## src/rtl/ram_sdp_be_clr.sv

```systemverilog
// rtl/ram_sdp_be_clr.sv - simple-dual-port sync-read RAM with byte enables and zero-fill sweep
module ram_sdp_be_clr #(
  parameter int AWIDTH         = 3,
  parameter int DWIDTH         = 32,
  parameter int BWIDTH         = 8,
  parameter int RD_LATENCY     = 1,
  parameter int RDW_MODE       = 0,
  parameter int CLEAR_ON_RESET = 1
) (
  input  logic                       clock,
  input  logic                       rst_n,
  input  logic                       wr_en,
  input  logic [AWIDTH-1:0]          wr_addr,
  input  logic [DWIDTH-1:0]          wr_data,
  input  logic [DWIDTH/BWIDTH-1:0]   wr_be,
  input  logic                       rd_en,
  input  logic [AWIDTH-1:0]          rd_addr,
  input  logic                       clr_req,
  output logic [DWIDTH-1:0]          rd_data,
  output logic                       rd_valid,
  output logic                       ready
);

  localparam int DEPTH  = 1 << AWIDTH;
  localparam int NBYTES = DWIDTH / BWIDTH;

  typedef enum logic {S_CLEAR, S_READY} state_t;

  state_t              state, state_nxt;
  logic [AWIDTH-1:0]   clr_addr, clr_addr_nxt;
  logic [DWIDTH-1:0]   mem [DEPTH];
  logic [DWIDTH-1:0]   rd_word;
  logic                wr_acc;
  logic                rd_acc;

  assign ready  = (state == S_READY);
  assign wr_acc = ready & wr_en;
  assign rd_acc = ready & rd_en;

  always_ff @(posedge clock or negedge rst_n) begin
    if (!rst_n) begin
      state    <= (CLEAR_ON_RESET != 0) ? S_CLEAR : S_READY;
      clr_addr <= '0;
    end else begin
      state    <= state_nxt;
      clr_addr <= clr_addr_nxt;
    end
  end

  // The edge writing the last address leaves CLEAR; clr_addr wraps to 0 by itself.
  always_comb begin
    state_nxt    = state;
    clr_addr_nxt = clr_addr;
    case (state)
      S_CLEAR: begin
        clr_addr_nxt = clr_addr + 1'b1;
        if (clr_addr == {AWIDTH{1'b1}}) begin
          state_nxt = S_READY;
        end
      end
      S_READY: begin
        if (clr_req) begin
          state_nxt    = S_CLEAR;
          clr_addr_nxt = '0;
        end
      end
      default: begin
        state_nxt    = S_CLEAR;
        clr_addr_nxt = '0;
      end
    endcase
  end

  always_ff @(posedge clock) begin
    if (state == S_CLEAR) begin
      mem[clr_addr] <= '0;
    end else if (wr_acc) begin
      for (int i = 0; i < NBYTES; i++) begin
        if (wr_be[i]) begin
          mem[wr_addr][i*BWIDTH +: BWIDTH] <= wr_data[i*BWIDTH +: BWIDTH];
        end
      end
    end
  end

  // New-data mode forwards the enabled write lanes over the old word.
  always_comb begin
    rd_word = mem[rd_addr];
    if ((RDW_MODE == 1) && wr_acc && (wr_addr == rd_addr)) begin
      for (int i = 0; i < NBYTES; i++) begin
        if (wr_be[i]) begin
          rd_word[i*BWIDTH +: BWIDTH] = wr_data[i*BWIDTH +: BWIDTH];
        end
      end
    end
  end

  generate
    if (RD_LATENCY == 2) begin : g_lat2
      logic [DWIDTH-1:0] stage_data;
      logic              stage_valid;

      always_ff @(posedge clock or negedge rst_n) begin
        if (!rst_n) begin
          stage_data  <= '0;
          stage_valid <= 1'b0;
          rd_data     <= '0;
          rd_valid    <= 1'b0;
        end else begin
          stage_valid <= rd_acc;
          if (rd_acc) begin
            stage_data <= rd_word;
          end
          rd_valid <= stage_valid;
          if (stage_valid) begin
            rd_data <= stage_data;
          end
        end
      end
    end else begin : g_lat1
      always_ff @(posedge clock or negedge rst_n) begin
        if (!rst_n) begin
          rd_data  <= '0;
          rd_valid <= 1'b0;
        end else begin
          rd_valid <= rd_acc;
          if (rd_acc) begin
            rd_data <= rd_word;
          end
        end
      end
    end
  endgenerate

endmodule

```

## config.mk

```make
export PLATFORM = sky130hd
export DESIGN_NAME = ram_sdp_be_clr
export DESIGN_NICKNAME = d
export VERILOG_FILES = /design/src/rtl/ram_sdp_be_clr.sv
export SDC_FILE = /design/constraint.sdc
export NUM_CORES = 1
export LEC_CHECK = 0
export CORE_MARGIN = 4
export CORE_UTILIZATION = 50
export DETAILED_ROUTE_END_ITERATION = 8
export PLACE_DENSITY = 0.73
export SYNTH_ARGS = -nofsm -noshare
export SYNTH_HDL_FRONTEND = slang
export SYNTH_SLANG_ARGS = --single-unit
```

## constraint.sdc

```tcl
create_clock -name clock -period 2.9 [get_ports clock]
set_input_delay 0.58 -clock clock [delete_from_list [all_inputs] [get_ports clock]]
set_output_delay 0.58 -clock clock [all_outputs]
set_load 0.02 [all_outputs]
```

==> results of run 1 <==
[worst register-to-register path: stages (launching register included)]
cell      delay [ns]
dfrtp_1         0.43
buf_4           0.20
nand2_2         0.12
o211ai_1        0.20
a21oi_1         0.89
[stage by stage]
| step | utilization | cells | area, um2 | hold WS, ns |
|---|---|---|---|---|
| detailed placement | 0.577 | 1116 | 13200 | 0.470 |
| global route | 0.620 | 1168 | 14200 | 0.0685 |
| global placement | 0.577 | 1116 | 13200 | 0.466 |
| CTS | 0.620 | 1168 | 14200 | 0.0391 |
| finish | 0.620 | 1168 | 14200 | 0.0324 |
| floorplan | - | 715 | 11800 | 0.284 |
[power by group through the flow]
stage          combinational [mW]  sequential (mW)  clock, mW
2_1_floorplan                1.63             6.79          0
3_3_place_gp                 3.42             6.58          0
3_5_place_dp                 3.52             6.64          0
4_1_cts                      3.54             6.56       3.89
5_1_grt                      3.79             6.67       4.08
6_report                     3.52             6.56       3.84
[worst min path at each step]
stage                     cells after the start           to        start  slack [ns]
after floorplan                               0  clr_addr[0]        rst_n        0.28
after global placement                        2  rd_data[19]  rd_data[19]        0.47
after detailed placement                      2  rd_data[19]  rd_data[19]        0.47
after CTS                                     1  rd_data[18]        rst_n        0.04
after global routing                          1     rd_valid        rst_n        0.07
final                                         1  rd_data[18]        rst_n        0.03
[synth_stat cells, drive strengths merged, types with 4 or more instances]
master	instances	share of area
a211oi	4	0.0025
edfxtp	256	0.65
dfrtp	37	0.078
mux2	64	0.061
inv	7	0.0022
nand2	39	0.013
o31ai	28	0.019
o22ai	34	0.018
o41ai	4	0.0030
a21oi	32	0.014
nor2	4	0.0015
and3	33	0.017
nor2b	10	0.0053
a22o	28	0.021
mux2i	57	0.048
clkbuf	17	0.0054
a21boi	4	0.0025
a2111oi	4	0.0030
buf	28	0.016
o2111ai	6	0.0045
[cell families (layout without fill, tap and decap cells)]
group                      after synthesis  count (layout)
buffers and inverters                   52             192
AOI/OAI and AO/OA                      147             147
DFF                                    293             293
muxes                                  121             121
adders and majority gates                2               2
and+or+nand+nor                        100             100
[layout make-up]
class,instances,area share
clock buffer,35,0.0540
timing repair buffer,133,0.0902
tap,313,0.0275
multi-input combinational,370,0.205
sequential,293,0.606
inverter,7,0.00185
clock inverter,17,0.0153
[layer usage]
| layer | vias up | wire length, um |
|---|---|---|
| met4 | 2 | 572 |
| met3 | 52 | 2290 |
| met2 | 336 | 13200 |
| met1 | 3532 | 11500 |
| met5 | - | 13 |
| li1 | 3089 | - |
[sequential cells by signal (all words and copies together) (netlist names)]
signal,count
clr_addr,3
mem,256
rd_data,32
rd_valid,1
ready,1
==> qor.csv, run 1 <==
stage,metric,value,unit
floorplan,Site Rows,55,
route,Residual DRC,0,
clocking,CTS resizes,0,
worst_setup_path,capture instance of the worst register-to-register path,mem[1][20],
synth,Synth Area in Adders,0.00212,
worst_setup_path,launch point of the critical path,wr_be[0],
power_and_ir_drop,share of total power in combinational logic,0.253,
route,routed wire length,27600,um
clocking,total CTS buffers,28,
power_and_ir_drop,pwr dens,979,nW/um2
clocking,library cell used as clock root buffer,clkbuf_16,
route,detail-routed net length per standard cell,23.7,um
synth,"flops & latches, synth",293,
worst_setup_path,CP required,3.05,ns
worst_setup_path,CP startpoint kind,input pin,
timing,accumulated negative setup slack,0,ns
synth,mux share of post-synthesis cell area,0.109,
global_routing,GRT busiest layer,met2,
global_routing,number of global-route vias before repair,7300,
power_and_ir_drop,internal power,9.83,mW
clocking,clock tree from TritonCTS,yes,
power_and_ir_drop,Net Sw Power,4.09,mW
route,Post-DRT Antenna Nets,0,
timing,worst path setup slack after routing,0.389,ns
timing,final number of hold-violating endpoints,0,
flow_run,number of max-cap violations,0,
worst_setup_path,maximum fanout encountered on the critical timing path,8,
worst_setup_path,sequence of cells on the critical path,"clkdlybuf4s50_1, nor4_4, o211ai_1, a21oi_1",
synth,"EDFF count, synth",256,
timing,# setup viols final,0,
worst_setup_path,cell depth of the worst setup path,4,
route,1st-pass router iterations,7,
power_and_ir_drop,total power,13.9,mW
finish,most used cells in the layout excluding fill and tap cells,"edfxtp_1, clkdlybuf4s50_1, mux2_2, mux2i_1, buf_4",
global_routing,wire length of the first global-routing pass,42400,um
clocking,hold buffer count at CTS,0,
floorplan,Die Outline Area,26100,um2
worst_setup_path,capture point of the worst path,mem[1][20],
finish,"most common cell after layout, fill and taps aside",edfxtp_1,
clocking,depth of the CTS H-tree,1,
timing,setup repair after global routing missed its margin,false,
timing,pins over their slew limit,0,
global_routing,met1 Usage GRT,0.297,
timing,post-route fraction of the period consumed by the critical path,0.866,
worst_setup_path,Reg2Reg Depth,4,
synth,cell count after synthesis,715,
finish,fillcell total,1657,
clocking,"Clk Latency, worst-skew pair",0.54,ns
worst_setup_path,sort of element at the end of the critical path,register,
timing,Slew HR,0.280,
power_and_ir_drop,worst voltage drop across the vdd grid,0.000656,V
status,result of the run,completed,
floorplan,height of the chip,162,um
timing,Worst-Margin Slew,1.08,ns
worst_setup_path,cell with the largest stage delay on the worst path,a21oi_1,
synth,Syn Area/Cell,16.5,um2
floorplan,starting utilization of the core area,0.515,
clocking,CTS Sinks,293,
placed_design,input/output buffers,80,
worst_setup_path,"CP delay by family, top",compound AO/OA/AOI/OAI gates,
synth,fraction of registers with async set or reset after synthesis,0.126,
floorplan,boundary pin count,81,
synth,post-synth design cell area,11800,um2
power_and_ir_drop,part of the power in registers,0.471,
synth,"basic-gate share of the synthesized area counting and, or, nand and nor cells",0.0466,
worst_setup_path,slack of the worst reg-to-reg path,0.67,ns
global_routing,GR Layer Usage met3,0.0388,
placed_design,setup slack at placement,-0.109,ns
synth,commonest register cell after synthesis,edfxtp_1,
worst_setup_path,largest stage delay on the critical path,0.89,ns
global_routing,pin count of the biggest net entering global routing,49,
timing,minimum clock period,2.51,ns
worst_setup_path,launch point of the worst reg-to-reg path,ready,
global_routing,global router's overall resource usage,0.211,
route,initial DRC count,710,
worst_setup_path,start-to-end type of the worst setup path,in -> reg,
clocking,post-CTS setup buffer count,0,
timing,Layout Skew,0.0138,ns
finish,number of antenna repair diodes,0,
power_and_ir_drop,Leakage Power,5.30,nW
placed_design,GPL Wtd Cong,0.948,
floorplan,core outline area,22900,um2
placed_design,half-perimeter wire length after detailed placement,16800,um
timing,highest clock rate,398,MHz
synth,compound-cell area share of the yosys netlist,0.0886,
power_and_ir_drop,part of the total power dissipated in the clock network,0.276,
synth,number of different library cells in the post-synthesis netlist,39,
synth,largest family of logic cells by synthesized area,multiplexers,
route,average via count per standard cell,6.00,
min_path,min-delay worst type,in -> async,
worst_setup_path,critical path data arrival time,2.66,ns
finish,fraction of layout instances using a drive strength above 1,0.200,
global_routing,Congestion Overflow GR,0,
synth,"Seq/Total Area, Yosys",0.729,
power_and_ir_drop,switching fraction of total power,0.294,
worst_setup_path,buffers and inverters on the worst path,1,
synth,total nets after synthesis,764,
synth,XOR/XNOR Fraction of Synth Area,0,
synth,number of warning messages in the yosys log,0,
global_routing,number of antenna violations at the first check in global routing,1,
finish,relative area change from synthesis to final layout,20.4,%
floorplan,die width,162,um
route,Via Count,7011,
finish,area taken by multi-input logic gates,2920,um2
clocking,clock tree buffer depth,3,
finish,register cell area after layout,8610,um2
finish,Final nets,882,
global_routing,met2 layer usage reported by global route,0.345,
clocking,Clock Pin Slew Worst Setup and Hold Paths,0.07,ns
Power figures use the tool's default switching activity.
==> inputs of run 2 (changes only) <==
Settings changed: PLACE_DENSITY 0.73 to 0.79.
==> run 2 against run 1 <==
  * Non-clock buffer count rose by 5
  * Wire length fell by 3.8%
  * Largest power group unchanged
  * Critical endpoint unchanged
  * Largest cell class unchanged
  * Sequential share of layout area rose by 0.091 points
  * Total power fell by 0.90%
  * Global-route usage fell by 0.79 points
  * Final cell count rose by 0.43%
  * Fmax fell by 4.1%
  * Clock power fell by 2%
  * Critical path type unchanged
==> qor.csv, run 2 (same netlist as run 1, synthesis figures left out) <==
stage,metric,value,unit
clocking,"Clk Latency, worst-skew pair",0.53,ns
global_routing,wire length of the first global-routing pass,41200,um
placed_design,setup slack at placement,-0.157,ns
status,result of the run,completed,
floorplan,boundary pin count,81,
worst_setup_path,slack of the worst reg-to-reg path,0.55,ns
worst_setup_path,launch point of the worst reg-to-reg path,ready,
timing,pins over their slew limit,0,
power_and_ir_drop,switching fraction of total power,0.288,
route,average via count per standard cell,5.92,
floorplan,Die Outline Area,26100,um2
timing,minimum clock period,2.62,ns
global_routing,pin count of the biggest net entering global routing,66,
timing,Worst-Margin Slew,1.36,ns
finish,number of antenna repair diodes,0,
power_and_ir_drop,share of total power in combinational logic,0.252,
placed_design,input/output buffers,80,
worst_setup_path,capture point of the worst path,mem[1][20],
placed_design,GPL Wtd Cong,0.868,
timing,# setup viols final,0,
power_and_ir_drop,pwr dens,972,nW/um2
route,routed wire length on met3,1780,um
finish,final instance area,14200,um2
finish,area taken by multi-input logic gates,2920,um2
route,detail-routed net length per standard cell,22.6,um
floorplan,die width,162,um
placed_design,Placed Instance Area,13200,um2
placed_design,number of placed cells counting well taps,1120,
worst_setup_path,CP startpoint kind,input pin,
worst_setup_path,maximum fanout encountered on the critical timing path,8,
worst_setup_path,launch point of the critical path,wr_be[0],
clocking,CTS Sinks,293,
finish,fraction of the core area covered by cells at the end of the flow,0.619,
finish,fillcell total,1631,
min_path,start point of the worst hold path,rd_data[17],
finish,max FFs per register,256,
finish,largest reg by FF count,mem,
route,routed length on met1,10900,um
floorplan,Site Rows,55,
route,initial DRC count,546,
worst_setup_path,critical path data arrival time,2.75,ns
finish,"most common cell after layout, fill and taps aside",edfxtp_1,
timing,highest clock rate,382,MHz
timing,Layout Skew,0.00876,ns
route,highest signal layer in the routed design,met5,
flow_run,number of max-cap violations,0,
clocking,post-CTS setup buffer count,0,
route,DR WL met2,13100,um
timing,accumulated negative setup slack,0,ns
clocking,clock tree from TritonCTS,yes,
min_path,min-delay worst type,reg -> reg,
global_routing,number of antenna violations at the first check in global routing,1,
timing,post-route fraction of the period consumed by the critical path,0.903,
power_and_ir_drop,part of the total power dissipated in the clock network,0.273,
worst_setup_path,sort of element at the end of the critical path,register,
timing,final hold slack,0.479,ns
timing,final number of hold-violating endpoints,0,
power_and_ir_drop,Net Sw Power,3.98,mW
finish,most used cells in the layout excluding fill and tap cells,"edfxtp_1, clkdlybuf4s50_1, mux2_2, mux2i_1, buf_4",
finish,relative area change from synthesis to final layout,20.2,%
global_routing,number of global-route vias before repair,7207,
route,routed wire length,26600,um
clocking,clock tree buffer depth,3,
floorplan,starting utilization of the core area,0.515,
power_and_ir_drop,worst voltage drop across the vdd grid,0.000493,V
route,1st-pass router iterations,6,
worst_setup_path,start-to-end type of the worst setup path,in -> reg,
global_routing,global router's overall resource usage,0.203,
clocking,total CTS buffers,29,
worst_setup_path,capture instance of the worst register-to-register path,mem[1][20],
power_and_ir_drop,total power,13.8,mW
route,Via Count,6943,
placed_design,half-perimeter wire length after detailed placement,16100,um
worst_setup_path,Reg2Reg Depth,3,
finish,register cell area after layout,8610,um2
clocking,library cell used as clock root buffer,clkbuf_16,
route,Post-DRT Antenna Nets,0,
clocking,depth of the CTS H-tree,1,
finish,number of non-filler instances in the completed layout,1173,
timing,worst path setup slack after routing,0.282,ns
finish,Final nets,888,
power_and_ir_drop,part of the power in registers,0.475,
power_and_ir_drop,internal power,9.82,mW
floorplan,height of the chip,162,um
route,Residual DRC,0,
power_and_ir_drop,Leakage Power,5.31,nW
clocking,Clock Pin Slew Worst Setup and Hold Paths,0.06,ns
floorplan,core outline area,22900,um2
finish,fraction of layout instances using a drive strength above 1,0.203,
finish,largest registers,"mem: 256 flops, rd_data: 32 flops, clr_addr: 3 flops",
timing,setup repair after global routing missed its margin,false,
global_routing,Congestion Overflow GR,0,
timing,Slew HR,0.0919,
worst_setup_path,CP required,3.04,ns
==> run 2: area by class of cell <==
| cell class | count | area share |
|---|---|---|
| Multi-Input combinational cell | 370 | 0.206 |
| Clock inverter | 7 | 0.00767 |
| Clock buffer | 45 | 0.0610 |
| Inverter | 7 | 0.00185 |
| Timing Repair Buffer | 138 | 0.0896 |
| Sequential cell | 293 | 0.607 |
| Tap cell | 313 | 0.0276 |
==> run 2: timing repair <==
item / in CTS / in global routing
endpoints found under the hold margin: 13 / 0
resized for setup: 0 / 0
hold buffers: 1 / 0
setup endpoints to repair: 0 / 0
==> run 2: worst min path at each step <==
stage | slack, ns | cells after the start | to
after floorplan | 0.28 | 0 | clr_addr[0]
after global placement | 0.46 | 2 | rd_data[9]
after detailed placement | 0.47 | 2 | rd_data[20]
after CTS | 0.48 | 2 | rd_data[7]
after global routing | 0.51 | 2 | rd_data[26]
final | 0.48 | 2 | rd_data[17]
==> run 2: power by group through the flow <==
stage	Clock (mW)	Sequential, mW	Combinational (mW)
4_1_cts	3.82	6.56	3.50
6_report	3.77	6.56	3.47
3_5_place_dp	0	6.62	3.46
5_1_grt	3.99	6.66	3.76
3_3_place_gp	0	6.57	3.36
2_1_floorplan	0	6.79	1.63
==> run 2: metal layers <==
| metal | vias to the layer above | track usage |
|---|---|---|
| met2 | 251 | 0.339 |
| met5 | - | 0 |
| met1 | 3527 | 0.276 |
| li1 | 3101 | - |
| met3 | 62 | 0.0337 |
| met4 | 2 | 0.0677 |
==> run 2: worst max-delay path, cell delays in order <==
cell,delay [ns]
clkdlybuf4s50_1,0.47
nor4_4,0.39
o211ai_1,0.21
a21oi_1,1.10
